`config.mk`:
```
export PLATFORM = sky130hd
export DESIGN_NAME = data_mem_arbiter_flat
export DESIGN_NICKNAME = d
export VERILOG_FILES = /design/src/rtl/data_mem_arbiter_pkg.sv /design/src/rtl/data_mem_arbiter_if.sv /design/src/rtl/data_mem_arbiter_rr.sv /design/src/rtl/data_mem_arbiter.sv /design/src/flat_wrapper.sv
export SDC_FILE = /design/constraint.sdc
export NUM_CORES = 1
export LEC_CHECK = 0
export BUFFER_PORTS_ARGS = -buffer_cell sky130_fd_sc_hd__buf_2
export CORE_MARGIN = 2
export CORE_UTILIZATION = 47
export DETAILED_ROUTE_END_ITERATION = 10
export PLACE_DENSITY = 0.8
export SYNTH_ARGS = -nofsm -noshare
export SYNTH_HDL_FRONTEND = slang
export SYNTH_SLANG_ARGS = --single-unit
```
`constraint.sdc`:
```
create_clock -name clk -period 3.5 [get_ports clk]
set_input_delay 0.7 -clock clk [delete_from_list [all_inputs] [get_ports clk]]
set_output_delay 0.7 -clock clk [all_outputs]
set_load 0.02 [all_outputs]
```
`src/rtl/data_mem_arbiter_pkg.sv`:
```
// Package for the data_mem arbiter: FSM state encoding, default bus widths,
// port-id constants and the latched-transaction record.
package data_mem_arb_pkg;

  localparam int ADDR_W_DEF = 16;
  localparam int DATA_W_DEF = 16;

  localparam logic PORT0 = 1'b0;
  localparam logic PORT1 = 1'b1;

  typedef enum logic [1:0] {
    IDLE,
    ACCESS,
    WAIT,
    RESP
  } state_t;

  // Fields captured at grant time that steer the rest of the transaction.
  typedef struct packed {
    logic port;  // granted port id
    logic we;    // 1 = write
    logic err;   // misaligned address, no memory access
  } xact_t;

  function automatic logic other_port(input logic p);
    return ~p;
  endfunction

endpackage

```
`src/rtl/data_mem_arbiter_if.sv`:
```
// Bus bundle between the two requesters, the arbiter and data_mem.
//   req/we/addr/wdata 0,1 : requester -> arbiter
//   rdata/done/err 0,1    : arbiter -> requester
//   memr/memw/addr/data_in: arbiter -> data_mem
//   mdr                   : data_mem -> arbiter
// slave modport = arbiter side, master modport = requesters + memory side.
interface data_mem_arbiter_if #(
  parameter int ADDR_W = 16,
  parameter int DATA_W = 16
);
  logic              req0, we0, done0, err0;
  logic [ADDR_W-1:0] addr0;
  logic [DATA_W-1:0] wdata0, rdata0;
  logic              req1, we1, done1, err1;
  logic [ADDR_W-1:0] addr1;
  logic [DATA_W-1:0] wdata1, rdata1;
  logic              memr, memw;
  logic [ADDR_W-1:0] addr;
  logic [DATA_W-1:0] data_in, mdr;

  modport slave (
    input  req0, we0, addr0, wdata0, req1, we1, addr1, wdata1, mdr,
    output rdata0, done0, err0, rdata1, done1, err1, memr, memw, addr, data_in
  );

  modport master (
    output req0, we0, addr0, wdata0, req1, we1, addr1, wdata1, mdr,
    input  rdata0, done0, err0, rdata1, done1, err1, memr, memw, addr, data_in
  );
endinterface

```
`src/rtl/data_mem_arbiter_rr.sv`:
```
// rr_arbiter_2: combinational two-way round-robin grant.
//   req[1:0] : eligible requests
//   ptr      : preferred port when both request
//   gnt[1:0] : one-hot grant (zero when no request)
module rr_arbiter_2 (
  input  logic [1:0] req,
  input  logic       ptr,
  output logic [1:0] gnt
);
  always_comb begin
    gnt = 2'b00;
    case (req)
      2'b01:   gnt = 2'b01;
      2'b10:   gnt = 2'b10;
      2'b11:   gnt = ptr ? 2'b10 : 2'b01;
      default: gnt = 2'b00;
    endcase
  end
endmodule

```
`src/rtl/data_mem_arbiter.sv`:
```
// data_mem_arbiter: two-port round-robin sequencer in front of data_mem.
//   clk, rst : clock, async active-high reset
//   bus      : requester ports 0/1 and data_mem signals (slave modport)
// Each transaction: IDLE -> ACCESS -> [WAIT] -> RESP -> IDLE. All outputs are
// registered; done/err/rdata become visible the cycle after RESP.
module data_mem_arbiter
  import data_mem_arb_pkg::*;
#(
  parameter int ADDR_W = ADDR_W_DEF,
  parameter int DATA_W = DATA_W_DEF,
  parameter int RD_LAT = 1  // 1..7
) (
  input  logic              clk,
  input  logic              rst,
  data_mem_arbiter_if.slave bus
);

  localparam logic [2:0] LAT_LOAD = 3'(RD_LAT - 1);

  state_t            state, state_nxt;
  logic              ptr;
  xact_t             cur;
  logic [2:0]        cnt;
  logic              memr_q, memw_q, memr_nxt, memw_nxt;
  logic [ADDR_W-1:0] addr_q;
  logic [DATA_W-1:0] data_in_q, rdata0_q, rdata1_q;
  logic              done0_q, done1_q, err0_q, err1_q;

  logic [1:0]        req_elig, gnt;
  logic              win, win_we;
  logic [ADDR_W-1:0] win_addr;
  logic [DATA_W-1:0] win_wdata;

  // A requester still holds req during its done cycle; masking it there keeps
  // that stale request from being taken as a fresh transaction.
  assign req_elig = {bus.req1 & ~done1_q, bus.req0 & ~done0_q};

  rr_arbiter_2 u_rr (
    .req (req_elig),
    .ptr (ptr),
    .gnt (gnt)
  );

  assign win       = gnt[PORT1];
  assign win_we    = win ? bus.we1    : bus.we0;
  assign win_addr  = win ? bus.addr1  : bus.addr0;
  assign win_wdata = win ? bus.wdata1 : bus.wdata0;

  // Next state plus next memr/memw; the strobes are one-hot by construction.
  always_comb begin
    state_nxt = state;
    memr_nxt  = 1'b0;
    memw_nxt  = 1'b0;
    case (state)
      IDLE: begin
        if (|gnt) begin
          if (win_addr[0]) begin
            state_nxt = RESP;
          end else begin
            state_nxt = ACCESS;
            memw_nxt  = win_we;
            memr_nxt  = ~win_we;
          end
        end
      end
      ACCESS: begin
        if (cur.we) begin
          state_nxt = RESP;
        end else begin
          state_nxt = WAIT;
          memr_nxt  = 1'b1;
        end
      end
      WAIT: begin
        if (cnt == 3'd0) state_nxt = RESP;
        else             memr_nxt  = 1'b1;
      end
      RESP:    state_nxt = IDLE;
      default: state_nxt = IDLE;
    endcase
  end

  always_ff @(posedge clk or posedge rst) begin
    if (rst) begin
      state     <= IDLE;
      ptr       <= PORT0;
      cur       <= '0;
      cnt       <= '0;
      memr_q    <= 1'b0;
      memw_q    <= 1'b0;
      addr_q    <= '0;
      data_in_q <= '0;
      rdata0_q  <= '0;
      rdata1_q  <= '0;
      done0_q   <= 1'b0;
      done1_q   <= 1'b0;
      err0_q    <= 1'b0;
      err1_q    <= 1'b0;
    end else begin
      state   <= state_nxt;
      memr_q  <= memr_nxt;
      memw_q  <= memw_nxt;
      done0_q <= 1'b0;
      done1_q <= 1'b0;
      err0_q  <= 1'b0;
      err1_q  <= 1'b0;
      case (state)
        IDLE: begin
          if (|gnt) begin
            cur <= '{port: win, we: win_we, err: win_addr[0]};
            // Misaligned requests never touch the memory bus.
            if (!win_addr[0]) begin
              addr_q    <= win_addr;
              data_in_q <= win_wdata;
            end
          end
        end
        ACCESS: if (!cur.we) cnt <= LAT_LOAD;
        WAIT: begin
          if (cnt == 3'd0) begin
            if (cur.port == PORT1) rdata1_q <= bus.mdr;
            else                   rdata0_q <= bus.mdr;
          end else begin
            cnt <= cnt - 3'd1;
          end
        end
        RESP: begin
          if (cur.port == PORT1) begin
            done1_q <= 1'b1;
            err1_q  <= cur.err;
          end else begin
            done0_q <= 1'b1;
            err0_q  <= cur.err;
          end
          ptr <= other_port(cur.port);
        end
        default: ;
      endcase
    end
  end

  assign bus.memr    = memr_q;
  assign bus.memw    = memw_q;
  assign bus.addr    = addr_q;
  assign bus.data_in = data_in_q;
  assign bus.rdata0  = rdata0_q;
  assign bus.rdata1  = rdata1_q;
  assign bus.done0   = done0_q;
  assign bus.done1   = done1_q;
  assign bus.err0    = err0_q;
  assign bus.err1    = err1_q;

endmodule

```
`src/flat_wrapper.sv`:
```
// flat-port wrapper written by rule: the top's interface ports become plain ports
module data_mem_arbiter_flat import data_mem_arb_pkg::*;
#(
  parameter int ADDR_W = ADDR_W_DEF,
  parameter int DATA_W = DATA_W_DEF,
  parameter int RD_LAT = 1         
)
  (clk, rst, bus_req0, bus_we0, bus_addr0, bus_wdata0, bus_req1, bus_we1, bus_addr1, bus_wdata1, bus_mdr, bus_rdata0, bus_done0, bus_err0, bus_rdata1, bus_done1, bus_err1, bus_memr, bus_memw, bus_addr, bus_data_in);
  data_mem_arbiter_if #(.ADDR_W(ADDR_W), .DATA_W(DATA_W)) bus_i ();
  input  logic clk;
  input  logic rst;
  input wire logic [$bits(bus_i.req0)-1:0] bus_req0;
  input wire logic [$bits(bus_i.we0)-1:0] bus_we0;
  input wire logic [$bits(bus_i.addr0)-1:0] bus_addr0;
  input wire logic [$bits(bus_i.wdata0)-1:0] bus_wdata0;
  input wire logic [$bits(bus_i.req1)-1:0] bus_req1;
  input wire logic [$bits(bus_i.we1)-1:0] bus_we1;
  input wire logic [$bits(bus_i.addr1)-1:0] bus_addr1;
  input wire logic [$bits(bus_i.wdata1)-1:0] bus_wdata1;
  input wire logic [$bits(bus_i.mdr)-1:0] bus_mdr;
  output wire logic [$bits(bus_i.rdata0)-1:0] bus_rdata0;
  output wire logic [$bits(bus_i.done0)-1:0] bus_done0;
  output wire logic [$bits(bus_i.err0)-1:0] bus_err0;
  output wire logic [$bits(bus_i.rdata1)-1:0] bus_rdata1;
  output wire logic [$bits(bus_i.done1)-1:0] bus_done1;
  output wire logic [$bits(bus_i.err1)-1:0] bus_err1;
  output wire logic [$bits(bus_i.memr)-1:0] bus_memr;
  output wire logic [$bits(bus_i.memw)-1:0] bus_memw;
  output wire logic [$bits(bus_i.addr)-1:0] bus_addr;
  output wire logic [$bits(bus_i.data_in)-1:0] bus_data_in;
  assign bus_i.req0 = bus_req0;
  assign bus_i.we0 = bus_we0;
  assign bus_i.addr0 = bus_addr0;
  assign bus_i.wdata0 = bus_wdata0;
  assign bus_i.req1 = bus_req1;
  assign bus_i.we1 = bus_we1;
  assign bus_i.addr1 = bus_addr1;
  assign bus_i.wdata1 = bus_wdata1;
  assign bus_i.mdr = bus_mdr;
  assign bus_rdata0 = bus_i.rdata0;
  assign bus_done0 = bus_i.done0;
  assign bus_err0 = bus_i.err0;
  assign bus_rdata1 = bus_i.rdata1;
  assign bus_done1 = bus_i.done1;
  assign bus_err1 = bus_i.err1;
  assign bus_memr = bus_i.memr;
  assign bus_memw = bus_i.memw;
  assign bus_addr = bus_i.addr;
  assign bus_data_in = bus_i.data_in;
  data_mem_arbiter #(.ADDR_W(ADDR_W), .DATA_W(DATA_W), .RD_LAT(RD_LAT)) u_core (.clk(clk), .rst(rst), .bus(bus_i));
endmodule
```
==> results of run 1 <==
[worst reg2reg max path, cell delays in order (launching register included)]
cell      delay (ns)
dfrtp_1         0.40
nor3b_2         0.30
nor2_4          0.24
a211oi_4        0.60
buf_4           0.40
mux2_2          0.39
[cell usage after synthesis (all sizes together) (2+ instances only)]
cell / count / area (um^2)
ha: 7 / 87.6
nand2b: 3 / 18.8
dfrtp: 78 / 1950
nor2b: 3 / 18.8
a211oi: 2 / 27.5
buf: 8 / 63.8
o31ai: 5 / 37.5
nor2: 5 / 21.3
nand2: 5 / 18.8
inv: 10 / 37.5
a21o: 2 / 15.0
mux2: 95 / 1070
o21ai: 2 / 10.0
a21oi: 3 / 15.0
[sequential cells by signal, indices dropped and copies added (netlist names), 2 cells and up]
name / count
u_core.bus.rdata1: 16
u_core.cnt: 3
u_core.bus.rdata0: 16
u_core.bus.data_in: 16
u_core.cur: 3
u_core.state: 2
u_core.bus.addr: 15
[cell type report]
type | count | area [um^2]
repair buffers | 157 | 793
well taps | 99 | 124
multi-input cells | 145 | 1450
clock buffers | 9 | 124
clock inverters | 6 | 87.6
flip-flops and latches | 78 | 1950
fillers | 599 | 2650
inverters | 10 | 37.5
[cell usage in the layout (no fill, tap or decap), types with 4 or more instances in the layout]
cell	count
buf_2	154
mux2_2	86
dfrtp_1	78
mux2_1	9
inv_1	9
clkbuf_8	9
ha_1	7
o31ai_1	5
nand2_1	5
nor2_1	4
[power by group]
| group | internal [mW] | switching, mW |
|---|---|---|
| logic | 0.880 | 1.11 |
| registers | 1.34 | 0.216 |
| clock network | 0.397 | 0.310 |
| total | 2.61 | 1.63 |
[routing by layer]
layer	part of all wire [%]	global-route usage (%)	routed length, um	vias up
li1	-	-	-	1178
met1	40	20.8	2840	1185
met2	51	31.8	3610	105
met3	7.4	4.92	524	14
met4	2.1	8.08	146	0
met5	0	0	0	-
[worst min path at each step]
| stage | start | endpoint | slack [ns] | depth (start not counted) |
|---|---|---|---|---|
| after floorplan | u_core.cnt[1] | u_core.cnt[1] | 0.45 | 2 |
| after global placement | u_core.cnt[1] | u_core.cnt[1] | 0.46 | 2 |
| after detailed placement | u_core.cnt[1] | u_core.cnt[1] | 0.47 | 2 |
| after CTS | rst | u_core.bus.rdata1[6] | 0.41 | 3 |
| after global routing | rst | u_core.bus.rdata1[8] | 0.43 | 3 |
| final | rst | u_core.bus.rdata1[8] | 0.42 | 3 |
[logic make-up after synthesis]
logic type | Yosys count
adder cells (fa/ha/maj) | 7
buffers and inverters | 19
AND/OR/NAND/NOR | 22
AO/OA/AOI/OAI | 19
other | 1
multiplexers | 96
flip-flops | 78
[through the flow]
step                cell area [um^2]  setup WS [ns]
global route                    4560          0.839
CTS                             4560           1.00
floorplan                       3500          0.805
global placement                4350          0.776
detailed placement              4350          0.668
finish                          4560           1.05
==> impl_results.md, run 1 <==
- Layout Utilization: 63.3%
- CP Launch Type: input pin
- Tmin final: 2.45 ns
- Seq/Total Area, Yosys: roughly 56%
- Number of H-tree levels: 3
- Overall power: approximately 4.2 mW
- Global-route wire length before repair: between 10 and 15 mm
- Clk sink count: between 70 and 80
- Post-CTS Setup Bufs: 0
- Rel. slew slack: approximately 36%
- Residual DRC: 0
- Core box area: between 0.007 and 0.008 mm^2
- Max_cap viols: 0
- Post_cts resized: 0
- Syn nets: 335
- Prevailing post-synth register cell: dfrtp_1
- Post-Synth Adder-Cell Area: around 2.5%
- R2r setup slk: 1.06 ns
- CTS tree: done
- CP cell instances: buf_2 -> nor3b_2 -> nor2_4 -> a211oi_4 -> buf_4 -> mux2_2
- CTS clk-pin slew, worst paths: about 0.08 ns
- Die Width: 90.3 um
- RR Startpoint: u_core.ptr
- Post-synth EDFFs: 0
- WP data arrival: between 2 and 3 ns
- Antenna-violating nets left: 0
- Hold Slack: approximately 0.42 ns
- Top delay family on crit path: compound AO/OA/AOI/OAI gates
- Leakage: ~2.2 nW
- TritonRoute pass-1 iters: 4
- Multiplexer area fraction after synthesis: between 30% and 40%
- Nets: between 400 and 500
- CTS buffer count: 9
- # IOs: 156
- # port buffers: between 150 and 200
- Die H: approximately 90 um
- Register bit total from synthesis: 78
- Post-synth cell types: 34
- Clock Skew: between 0.007 and 0.008 ns
- Slew @ Worst Pin: approximately 0.97 ns
- Worst vdd ir: between 0.4 and 0.5 mV
- Initial antenna violation count: 0
- Vias per cell: ~4.9
- Max incr delay on CP: 0.60 ns
- Final Routed Wirelength: 7.12 mm
- HP Class: in2async
- Crit path to: u_core.bus.addr[13]
- Status: complete, no violations
- Post-synthesis compound-gate area fraction: 4.26%
- Die Area: slightly above 0.008 mm^2
- Placed insts: 489
- Avg Cell Area, Syn: 14.5 um^2
- Root Buffer: clkbuf_8
- P&R area growth vs syn: 30.5%
- Fin cells: about 500
- F_max: about 410 MHz
- Final Setup Violations: 0
- Vias in the first global route: 2548
- Congestion Overflow GR: 0
- CP startpoint: bus_req0
- Routed len/inst: 14.1 um
- RSZ-0062 raised after global routing: false
- All-layer global routing usage: between 10% and 20%
- Required time of the critical path: 3.72 ns
- Detail Placement HPWL: about 5.4 mm
- Largest family of logic cells by synthesized area: multiplexers
- Endpoint type of the worst setup path: flip-flop
- Post-Synthesis Cells: 242
- R2R Path End: u_core.bus.addr[13]
- CP Max Fanout: 35
- Fin crit share: between 70% and 80%
- Via count: about 2500
- Syn. warnings: 0
- Slew Limit Fails: 0
- Largest net degree at the start of global routing: just over 50
- Final Hold Fails: 0
- Worst-case reg-to-reg path depth: 5
- Worst-Skew Late Latency: 0.33 ns
- Power Dens Cells: slightly above 900 mW/mm^2
- Fraction of layout cells with a size suffix above 1: between 60% and 70%
- Clock Tree Buf Depth: 2
- Hold-fix buffers, CTS: 0
- Rows: 31
- CP Depth: 6
- Slowest CP cell: a211oi_4
- Async SR Flop Fraction: 100%
- Worst Setup Path Type: in2reg
- Diodes inserted: 0
- Synthesized area: roughly 0.0035 mm^2
- Setup TNS: 0 ns
- Post-Synth XOR/XNOR Area: 0%
- Simple-Gate Fraction of Synth Area: under 10%
- Gpl congestion: ~0.71
- Buf/Inv on CP: 2
- Initial Utilization: roughly half
- Iteration-0 DRC Markers: 48
Note: power is estimated with default switching activity, not from simulation.
==> inputs of run 2 (changes only) <==
==> constraint.sdc (replaced) <==
create_clock -name clk -period 2.3 [get_ports clk]
set_input_delay 0.46 -clock clk [delete_from_list [all_inputs] [get_ports clk]]
set_output_delay 0.46 -clock clk [all_outputs]
set_load 0.02 [all_outputs]
==> impl_results.md, run 2 (synthesis results as in run 1) <==
- Status: complete, no violations
- Pre-CTS WS: 0.275 ns (-0.393 ns)
- Worst vdd ir: 0.700 mV (+51%)
- RSZ-0062 raised after global routing: false
- Hold Slack: 0.189 ns (-0.231 ns)
- Global-route wire length before repair: 12.0 mm (+0.69%)
- Core box area: 0.00721 mm^2 (unchanged)
- Die H: 90.3 um (unchanged)
- Final Setup Violations: 0 (unchanged)
- Gpl congestion: 0.732 (+3.7%)
- Initial Utilization: 48.5% (unchanged)
- Congestion Overflow GR: 0 (unchanged)
- CTS buffer count: 9 (unchanged)
- TritonRoute pass-1 iters: 4 (unchanged)
- Tmin final: between 1.5 and 2 ns
- Slew Limit Fails: 0 (unchanged)
- Nets: 498 (+0.81%)
- Fin crit share: between 80% and 90%
- CTS tree: done
- Slowest CP cell: dfrtp_1
- Rel. slew slack: 59.5% (+24 points)
- Antenna-violating nets left: 0 (unchanged)
- Endpoint type of the worst setup path: flip-flop
- # IOs: 156 (unchanged)
- Setup ws final: 0.311 ns (-0.736 ns)
- Leakage: 2.27 nW (+1.3%)
- All-layer global routing usage: 18.4% (+0.18 points)
- Number of H-tree levels: 3 (unchanged)
- WP data arrival: 2.21 ns (-0.46 ns)
- Detail Placement HPWL: 5.50 mm (+1.4%)
- Root Buffer: clkbuf_8
- Clk sink count: 78 (unchanged)
- Register area: 0.00195 mm^2 (unchanged)
- Rows: 31 (unchanged)
- Worst-Skew Late Latency: 0.34 ns (about the same)
- Via count: 2506 (+0.97%)
- P&R area growth vs syn: 33.0%
- CTS clk-pin slew, worst paths: 0.09 ns (about the same)
- Slew @ Worst Pin: 0.606 ns (-0.359 ns)
- F_max: 503 MHz
- Residual DRC: 0 (unchanged)
- Iteration-0 DRC Markers: 111 (+130%)
- Fraction of layout cells with a size suffix above 1: 65.6% (+0.42 points)
- Clock Skew: 0.0135 ns (+0.00641 ns)
- Die Area: 0.00815 mm^2 (unchanged)
- Hold-fix buffers, CTS: 0 (unchanged)
- Largest net degree at the start of global routing: 33 (-35%)
- Vias in the first global route: 2539 (-0.35%)
- Worst Setup Path Type: reg2reg
- Die Width: 90.3 um (unchanged)
- Clock Tree Buf Depth: 2 (unchanged)
- Top delay family on crit path: compound AO/OA/AOI/OAI gates
- HP Class: in2async
- R2R Path End: u_core.bus.data_in[12]
- Max_cap viols: 0 (unchanged)
- Initial antenna violation count: 0 (unchanged)
- Post-CTS Setup Bufs: 0 (unchanged)
- Final Hold Fails: 0 (unchanged)
- Layout Utilization: 64.4% (+1.2 points)
- Diodes inserted: 0 (unchanged)
- Setup TNS: 0 ns (unchanged)
- Most frequent cells in the layout: buf_2, mux2_2, dfrtp_1
- Worst-case reg-to-reg path depth: 6 (+1)
- RR Startpoint: u_core.state[1]
- Commonest non-fill, non-tap cell in the layout: buf_2
- Routed len/inst: 14.2 um (+0.69%)
- Area of the multi-input gates: 0.00145 mm^2 (unchanged)
- Buf/Inv on CP: 2 (unchanged)
- Fillers: 565 (-5.7%)
- Final Routed Wirelength: 7.24 mm (+1.7%)
- R2r setup slk: 0.31 ns (-0.75 ns)
- Vias per cell: 4.92 (about the same)
- CP Max Fanout: 10 (-71%)
- Power Dens Cells: 1420 mW/mm^2 (+52%)
- Post_cts resized: 0 (unchanged)
- # port buffers: 154 (unchanged)
- CP cell instances: inv_1 -> ha_1 -> o21ai_1 -> a211oi_4 -> buf_4 -> mux2_2
- CP Launch Type: flip-flop
- Required time of the critical path: 2.52 ns (-1.20 ns)
- Max incr delay on CP: 0.44 ns (-0.16 ns)
-- run 2: cell count changes in the layout (fill, tap and decap cells not counted), sizes merged --
cell      delta
buf          +4
clkinv       -4
inv          +3
clkinvlp     +2
-- run 2: metal layers --
layer | routed length [um] | track usage (%) | up-vias
met5 | 0 | 0 | -
met4 | 92 | 6.41 | 0
met3 | 442 | 3.34 | 7
met2 | 3770 | 32.5 | 104
met1 | 2930 | 22.6 | 1208
li1 | - | - | 1187
-- run 2: worst max path at each step --
| stage | slack, ns | to | cells past startpoint | from |
|---|---|---|---|---|
| 2_1_floorplan | 0.35 | u_core.bus.data_in[15] | 5 | u_core.bus.done1 |
| 3_3_place_gp | 0.36 | u_core.bus.data_in[11] | 6 | bus_req1 |
| 3_5_place_dp | 0.27 | u_core.bus.data_in[12] | 6 | bus_req1 |
| 4_1_cts | 0.31 | u_core.bus.data_in[12] | 6 | u_core.state[1] |
| 5_1_grt | 0.20 | u_core.bus.data_in[12] | 6 | u_core.state[1] |
| 6_report | 0.31 | u_core.bus.data_in[12] | 6 | u_core.state[1] |
-- run 2: area by class of cell --
cell class	instances	share of cell area [%]
Clock buffer	9	2.66
Clock inverter	7	2.21
Inverter	10	0.888
Multi-Input combinational cell	145	31.1
Sequential cell	78	42.0
Tap cell	99	2.66
Timing Repair Buffer	161	18.5
-- run 2: stage by stage --
step | power, mW | instance area [um^2] | std cells
after floorplan | 4.48 | 3500 | 242
after global placement | 5.38 | 4420 | 493
after detailed placement | 5.51 | 4420 | 493
after CTS | 6.67 | 4650 | 509
after global routing | 7.01 | 4650 | 509
final | 6.59 | 4650 | 509
-- run 2: power by group --
group | internal [mW] | total, mW | switching [mW]
Clock | 0.626 | 1.15 | 0.520
Sequential | 2.03 | 2.37 | 0.333
Combinational | 1.39 | 3.08 | 1.69
Total | 4.05 | 6.59 | 2.54
==> inputs of run 3 (changes only) <==
--- a/config.mk
+++ b/config.mk
@@ -9,6 +9,7 @@
 export CORE_MARGIN = 2
 export CORE_UTILIZATION = 47
 export DETAILED_ROUTE_END_ITERATION = 10
+export GPL_TIMING_DRIVEN = 0
 export PLACE_DENSITY = 0.8
 export SYNTH_ARGS = -nofsm -noshare
 export SYNTH_HDL_FRONTEND = slang
==> impl_results.md, run 3 (synthesis results as in run 1) <==
- Required time of the critical path: 2.52 ns (about the same)
- Diodes inserted: 0 (unchanged)
- Global-route wire length before repair: 12.0 mm (-0.34%)
- Commonest non-fill, non-tap cell in the layout: buf_2
- CP Max Fanout: 10 (unchanged)
- Fin cells: 513 (+0.79%)
- Register area: 0.00195 mm^2 (unchanged)
- Clock Tree Buf Depth: 2 (unchanged)
- Post-CTS Setup Bufs: 0 (unchanged)
- Die H: 90.3 um (unchanged)
- Worst vdd ir: 0.793 mV (+13%)
- Iteration-0 DRC Markers: 73 (-34%)
- P&R area growth vs syn: 32.4%
- Final Routed Wirelength: 7.22 mm (-0.32%)
- Clock share of power: 15.0% (-2.4 points)
- Clock Skew: 0.0123 ns (-0.00115 ns)
- Design internal power: 3.83 mW (-5.4%)
- Via count: 2489 (-0.68%)
- Fraction of layout cells with a size suffix above 1: 65.9% (+0.33 points)
- Initial Utilization: 48.5% (unchanged)
- Vias in the first global route: 2582 (+1.7%)
- RSZ-0062 raised after global routing: false
- Pre-CTS WS: 0.0344 ns (-0.241 ns)
- Slew @ Worst Pin: 0.555 ns (-0.0508 ns)
- Rel. slew slack: 62.9% (+3.4 points)
- Slew Limit Fails: 0 (unchanged)
- Max incr delay on CP: 0.41 ns (-0.03 ns)
- Flop pwr share: 36.7% (+0.8 points)
- Final Setup Violations: 0 (unchanged)
- All-layer global routing usage: 18.4% (about the same)
- Worst Setup Path Type: reg2reg
- Slowest CP cell: nor2_2
- F_max: 476 MHz (-5.3%)
- Die Width: 90.3 um (unchanged)
- Worst-case reg-to-reg path depth: 5 (-1)
- Routed len/inst: 14.1 um (-1.1%)
- Vias per cell: 4.85 (-1.5%)
- Nets: 502 (+0.80%)
- CP Launch Type: flip-flop
- Number of H-tree levels: 3 (unchanged)
- Area of the multi-input gates: 0.00144 mm^2 (-0.35%)
- Endpoint type of the worst setup path: flip-flop
- Tmin final: 2.10 ns (+0.111 ns)
- # IOs: 156 (unchanged)
- Rows: 31 (unchanged)
- Setup TNS: 0 ns (unchanged)
- Max_cap viols: 0 (unchanged)
- Leakage: 2.27 nW (about the same)
- Congestion Overflow GR: 0 (unchanged)
- CP cell instances: nand2b_1 -> nor2_2 -> buf_2 -> mux2_2 -> mux2_1
- TritonRoute pass-1 iters: 4 (unchanged)
- Fillers: 563 (-0.35%)
- WP data arrival: 2.32 ns (+0.11 ns)
- Detail Placement HPWL: 5.56 mm (+1.1%)
- Switch Pwr: 2.56 mW (+0.73%)
- Post_cts resized: 0 (unchanged)
- Placed insts: 497 (+0.81%)
- Setup ws final: 0.199 ns (-0.111 ns)
- Most frequent cells in the layout: buf_2, mux2_2, dfrtp_1
- Die Area: 0.00815 mm^2 (unchanged)
- # port buffers: 154 (unchanged)
- Final Hold Fails: 0 (unchanged)
- Gate power share: 48.3% (+1.6 points)
- Worst-Skew Late Latency: 0.35 ns (about the same)
- Residual DRC: 0 (unchanged)
- Layout Utilization: 64.2% (-0.26 points)
- HP Class: in2async
- Core box area: 0.00721 mm^2 (unchanged)
- Antenna-violating nets left: 0 (unchanged)
- CTS clk-pin slew, worst paths: 0.09 ns (about the same)
- Status: complete, no violations
- Gpl congestion: 0.765 (+4.5%)
- Initial antenna violation count: 0 (unchanged)
- Fin crit share: 91.3% (+4.8 points)
- Largest net degree at the start of global routing: 31 (-6.1%)
- Root Buffer: clkbuf_8
- CTS buffer count: 9 (unchanged)
- Clk sink count: 78 (unchanged)
- Hold-fix buffers, CTS: 0 (unchanged)
- Power Dens Cells: 1380 mW/mm^2 (-2.7%)
- CTS tree: done
- Net Sw Frac: 40.1% (+1.5 points)
-- run 3: cell count changes in the layout (fill, tap and decap cells not counted), moves of 2 or more --
cell,previous run,this run
buf_6,0,3
buf_4,4,2
buf_2,154,157
bufinv_16,2,0
buf_12,3,1
-- run 3: path summary, 6_finish.rpt --
| kind | from | end | slack (ns) |
|---|---|---|---|
| hold / removal | rst | u_core.bus.addr[13] | 0.16 |
| setup reg to reg | u_core.bus.done1 | u_core.bus.data_in[15] | 0.20 |
| setup / recovery | u_core.bus.done1 | u_core.bus.data_in[15] | 0.20 |
| max in group asynchronous | rst | u_core.bus.data_in[13] | 1.42 |
| min in group clk | bus_mdr[13] | u_core.bus.rdata0[13] | 0.35 |
| hold reg to reg | u_core.bus.addr[15] | u_core.bus.addr[15] | 0.49 |
-- run 3: through the flow --
step | power, mW | cell area, um^2 | hold slack (ns)
final | 6.39 | 4630 | 0.158
after global routing | 6.80 | 4630 | 0.195
after CTS | 6.46 | 4630 | 0.167
after detailed placement | 5.49 | 4440 | 0.468
after global placement | 5.37 | 4400 | 0.464
after floorplan | 4.48 | 3500 | 0.447
-- run 3: critical path, delay by kind of cell (launching register included) --
family,cells,cell delay [ns]
AND/OR/NAND/NOR,2,0.58
multiplexers,2,0.66
buffers and inverters,1,0.34
flip-flops,1,0.39
-- run 3: layout make-up --
cell class | instances | area share, %
timing repair buffer | 156 | 17.7
clock inverter | 7 | 1.35
sequential | 78 | 42.2
inverter | 10 | 0.892
multi-input combinational | 145 | 31.1
clock buffer | 9 | 2.67
tap | 99 | 2.67
buffer | 9 | 1.49
-- run 3: power groups by stage --
stage	logic, mW	clock network [mW]	registers [mW]
after floorplan	1.36	0	3.12
after global placement	3.02	0	2.34
after detailed placement	3.12	0	2.37
after CTS	3.12	0.992	2.35
after global routing	3.31	1.06	2.43
final	3.09	0.958	2.34
-- run 3: routing by layer --
| metal | global-route usage [%] | routed length [um] |
|---|---|---|
| met2 | 32.0 | 3560 |
| met4 | 7.44 | 155 |
| met3 | 5.09 | 537 |
| met5 | 0 | 0 |
| met1 | 21.5 | 2960 |
